===== config.mk =====
export PLATFORM = sky130hd
export DESIGN_NAME = blip_scheduler
export DESIGN_NICKNAME = d
export VERILOG_FILES = /design/src/rtl/blip_pkg.sv /design/src/rtl/blip_req_sync.sv /design/src/rtl/blip_scheduler.sv
export SDC_FILE = /design/constraint.sdc
export NUM_CORES = 1
export LEC_CHECK = 0
export ABC_AREA = 1
export CAP_MARGIN = 25
export CORE_UTILIZATION = 41
export CTS_BUF_LIST = sky130_fd_sc_hd__clkbuf_16
export CTS_CLUSTER_DIAMETER = 30
export CTS_CLUSTER_SIZE = 24
export DETAILED_ROUTE_END_ITERATION = 8
export PLACE_DENSITY = 0.68
export SYNTH_ARGS = -nofsm -noshare
export SYNTH_HDL_FRONTEND = slang
export SYNTH_HIERARCHICAL = 1
export SYNTH_SLANG_ARGS = --single-unit

===== constraint.sdc =====
create_clock -name clk -period 2.3 [get_ports clk]
set_input_delay 0.46 -clock clk [delete_from_list [all_inputs] [get_ports clk]]
set_output_delay 0.46 -clock clk [all_outputs]
set_load 0.05 [all_outputs]

===== src/rtl/blip_pkg.sv =====
// blip_pkg: shared types and helpers for the blip scheduler.
package blip_pkg;

  typedef enum logic [1:0] {
    IDLE,
    FIRE,
    HOLD
  } state_t;

  function automatic int id_width(input int n);
    return (n > 1) ? $clog2(n) : 1;
  endfunction

endpackage


===== src/rtl/blip_req_sync.sv =====
// blip_req_sync: 2-flop synchronizer plus rising-edge detect
// for one asynchronous level request.
module blip_req_sync (
  input  logic clk,
  input  logic reset_n,
  input  logic req,
  output logic rise
);

  logic meta;
  logic sync;
  logic prev;

  always_ff @(posedge clk or negedge reset_n) begin
    if (!reset_n) begin
      meta <= 1'b0;
      sync <= 1'b0;
      prev <= 1'b0;
    end else begin
      meta <= req;
      sync <= meta;
      prev <= sync;
    end
  end

  assign rise = sync & ~prev;

endmodule


===== src/rtl/blip_scheduler.sv =====
// blip_scheduler: latches request edges as pending events and
// issues them round-robin as spaced single-cycle blips.
module blip_scheduler
  import blip_pkg::*;
#(
  parameter int N_REQ = 4,
  parameter int GAP   = 2,
  parameter int ID_W  = id_width(N_REQ)
) (
  input  logic             clk,
  input  logic             reset_n,
  input  logic [N_REQ-1:0] req_in,
  input  logic             enable,
  output logic             blip_out,
  output logic [ID_W-1:0]  blip_id,
  output logic [N_REQ-1:0] pending,
  output logic             overrun
);

  localparam logic [7:0] GAP_LD =
    (GAP > 0) ? 8'(GAP - 1) : 8'd0;

  state_t           state;
  state_t           nxt;
  logic [N_REQ-1:0] rise;
  logic [N_REQ-1:0] grant;
  logic [N_REQ-1:0] pend_nxt;
  logic [ID_W-1:0]  ptr;
  logic [ID_W-1:0]  win;
  logic [ID_W:0]    idx;
  logic [7:0]       cnt;
  logic [7:0]       cnt_nxt;
  logic             fire_nxt;
  logic             ovr_nxt;

  for (genvar g = 0; g < N_REQ; g++) begin : g_sync
    blip_req_sync u_sync (
      .clk     (clk),
      .reset_n (reset_n),
      .req     (req_in[g]),
      .rise    (rise[g])
    );
  end

  // Scan downward so the nearest set bit after ptr wins.
  always_comb begin
    win = ptr;
    idx = '0;
    for (int i = N_REQ; i >= 1; i--) begin
      idx = {1'b0, ptr} + (ID_W+1)'(i);
      if (idx >= (ID_W+1)'(N_REQ))
        idx = idx - (ID_W+1)'(N_REQ);
      if (pending[idx[ID_W-1:0]])
        win = idx[ID_W-1:0];
    end
  end

  // A fresh edge on the bit being granted re-arms it silently.
  always_comb begin
    grant = '0;
    if (state == FIRE)
      grant[blip_id] = 1'b1;
    pend_nxt = (pending & ~grant) | rise;
    ovr_nxt  = |(rise & pending & ~grant);
  end

  always_ff @(posedge clk or negedge reset_n) begin
    if (!reset_n)
      state <= IDLE;
    else
      state <= nxt;
  end

  always_comb begin
    nxt = state;
    unique case (state)
      IDLE: if (enable && |pending) nxt = FIRE;
      FIRE: nxt = (GAP > 0) ? HOLD : IDLE;
      HOLD: if (cnt == 8'd0) nxt = IDLE;
      default: nxt = IDLE;
    endcase
  end

  always_comb begin
    fire_nxt = (nxt == FIRE);
    cnt_nxt  = cnt;
    if (state == FIRE)
      cnt_nxt = GAP_LD;
    else if (state == HOLD && cnt != 8'd0)
      cnt_nxt = cnt - 8'd1;
  end

  always_ff @(posedge clk or negedge reset_n) begin
    if (!reset_n) begin
      blip_out <= 1'b0;
      blip_id  <= '0;
      ptr      <= ID_W'(N_REQ - 1);
      cnt      <= 8'd0;
      pending  <= '0;
      overrun  <= 1'b0;
    end else begin
      blip_out <= fire_nxt;
      pending  <= pend_nxt;
      overrun  <= ovr_nxt;
      cnt      <= cnt_nxt;
      if (fire_nxt) begin
        blip_id <= win;
        ptr     <= win;
      end
    end
  end

endmodule

==> reports/qor.csv, run 1 <==
metric,value,unit
status,completed,
hold_viol_final,0,
holdBufCountCts,0,
leakagePower,0.893,nW
min_period,1970,ps
clk_latency,270,ps
slowest_delay,830,ps
yosysWarnings,6,
nNetsFinal,196,
cts_tree,yes,
io_buffers,14,
wl_per_cell,11.1,um
wl_met2,1290,um
gp_congestion,0.742,
worst_slew_pin_slew,509,ps
wl_met1,1120,um
clk_pin_slew,50,ps
synth_fp_nets,175,
post_cts_buffers,0,
core_area,3420,sq um
rsz0062_at_grt,false,
antennaDiodeCount,0,
cp-end-kind,primary output,
die_y,62.3,um
slew_violations,0,
hp-class,reg -> reg,
cts_buffers,5,
clock_skew,2.12,ps
powerDensity,1510,nW/um^2
start_util,43.6,%
postSynthCellCount,166,
final_util,53.7,%
required,1840,ps
synth-seq-cells,32,
clock-root-buffer,clkbuf_16,
pin_count,15,
dr.pass1.iters,4,
antenna_left,0,
crit_path_start_kind,flip-flop,
hpwlAfterDp,1930,um
fmax,506,MHz
cp_top_family,buffers and inverters,
path_cells,clkdlybuf4s50_1,
clock-sinks,32,
worstPathMaxFanout,5,
ys_types,24,
overflow,0,
wl_met3,109,um
ir_worst_vdd,512,uV
crit_arrival,1510,ps
die_w,62.3,um
track_usage,16.5,%
std_cell_rows,21,
syn_to_final_growth,23.0,%
drt-total-wl,2600,um
grt_max_degree,33,
grt_pass1_wl,4880,um
fin_crit_sh,85.9,%
avgViaCountPerCell,4.73,
fin_setup_tns,0,ps
criticalPathCategory,reg -> out,
num-fill-cells,319,
drv_cap,0,
clock_path_buffers,2,
vias,1107,
drc,0,
drive_gt1_share,19.7,%
slowest_stage,clkdlybuf4s50_1,
power,2.76,mW
synth_area,1490,sq um
top_layer_used,met4,
postSynthAreaPerCell,8.98,sq um
relSlewSlack,66.0,%
cts-resized-gates,0,
antenna_found_initial,0,
path_buf_inv,1,
die_area,3880,sq um
final-setup-viol-count,0,
grt_pass1_vias,1135,
synth-seq-area-share,53.9,%
drtIter0Drc,36,
cts-htree-levels,2,
-- layout by cell type, fill, tap and decap left out, types with 2 or more instances in the layout --
master | netlist | final
nand2_1 | 40 | 40
dfrtp_1 | 30 | 30
inv_1 | 21 | 21
nand3_1 | 16 | 16
clkdlybuf4s50_1 | 0 | 14
o21ai_1 | 9 | 9
inv_2 | 7 | 7
nand2_2 | 7 | 7
nor2_1 | 6 | 6
nor2_2 | 5 | 5
clkbuf_16 | 0 | 5
nand4_1 | 4 | 4
a21o_1 | 3 | 3
xor2_1 | 3 | 3
nand3_2 | 2 | 2
ha_1 | 2 | 2
clkinvlp_4 | 0 | 2
dfstp_2 | 2 | 2
-- state kept, by name (all words and copies together) (netlist names) --
| signal | count |
|---|---|
| state | 2 |
| ptr | 2 |
| g_sync.u_sync/prev | 4 |
| blip_id | 2 |
| g_sync.u_sync/sync | 4 |
| g_sync.u_sync/meta | 4 |
| overrun | 1 |
| blip_out | 1 |
| cnt | 8 |
| pending | 4 |
-- cell usage after synthesis, drive strengths merged --
| library cell | instances | share of area [%] |
|---|---|---|
| nand2 | 47 | 13 |
| dfrtp | 30 | 50 |
| inv | 29 | 7.6 |
| nand3 | 18 | 6.7 |
| o21ai | 12 | 5.0 |
| nor2 | 11 | 3.6 |
| nand4 | 4 | 1.7 |
| a21o | 3 | 1.5 |
| xor2 | 3 | 1.8 |
| dfstp | 2 | 3.5 |
| ha | 2 | 1.7 |
| nor3 | 2 | 1.8 |
| a21oi | 1 | 0.34 |
| buf | 1 | 0.76 |
| o2111ai | 1 | 0.59 |
-- cell families (layout without fill, tap and decap cells) --
logic type	after synthesis	after routing	synth area share (%)
and+or+nand+nor	82	82	26.8
DFF	32	32	53.9
buffers and inverters	30	52	8.40
AOI/OAI and AO/OA	17	17	7.47
xor gates and xnor gates	3	3	1.76
adders and majority gates	2	2	1.68
-- final cells by class --
cell class | instances | area, sq um | area share (%)
clock buffers | 5 | 125 | 6.83
clock inverters | 3 | 23.8 | 1.30
inverters | 29 | 114 | 6.21
multi-input cells | 104 | 562 | 30.6
flip-flops and latches | 32 | 803 | 43.8
well taps | 46 | 57.6 | 3.14
repair buffers | 15 | 148 | 8.05
-- worst register-to-register path: stages (launching register included) --
cell and delay [ps]:
dfstp_2 660, inv_6 70, nand2_1 70, nand3_1 90, nand2_1 80, inv_2 40
nand3_1 70, nand3_1 80, nand2_1 100, nand2_1 60
-- where the power goes --
part | internal [mW] | switching, mW | leakage, nW
sequential | 0.731 | 0.145 | 0.376
clock | 0.401 | 0.237 | 0.0660
combinational | 0.424 | 0.824 | 0.450
-- layer usage --
metal / global-route usage [%] / vias up
li1: - / 565
met2: 28.6 / 23
met1: 17.4 / 510
met5: 0 / -
met4: 9.59 / 0
met3: 5.70 / 9
-- path summary, 6_finish.rpt --
kind | from | slack [ps] | endpoint | cells after the start
setup reg to reg | ptr[0]$_DFFE_PN1N_ | 860 | blip_id[1]$_DFFE_PN0N_ | 9
max in group asynchronous | reset_n | 1410 | ptr[1]$_DFFE_PN1N_ | 2
hold reg to reg | g_sync[2].u_sync/meta$_DFF_PN0_ | 350 | g_sync[2].u_sync/sync$_DFF_PN0_ | 0
setup / recovery | blip_id[0]$_DFFE_PN0N_ | 330 | blip_id[0] | 1
min in group asynchronous | reset_n | 570 | cnt[4]$_DFFE_PN0P_ | 2
hold / removal | g_sync[2].u_sync/meta$_DFF_PN0_ | 350 | g_sync[2].u_sync/sync$_DFF_PN0_ | 0
-- metrics by stage --
step,area (sq um),worst slack (ps),cells,hold WS (ps)
finish,1830,325,234,346
global placement,1680,629,226,331
floorplan,1490,867,166,164
CTS,1830,310,234,347
detailed placement,1680,609,226,335
global route,1830,278,234,349
Note: power is estimated with default switching activity, not from simulation.
==> run 2, diff against run 1 <==
CTS_CLUSTER_DIAMETER = default   (was 30)
==> results of run 2 <==
Same layout as run 1: the final DEF is identical, and so are final timing and power.
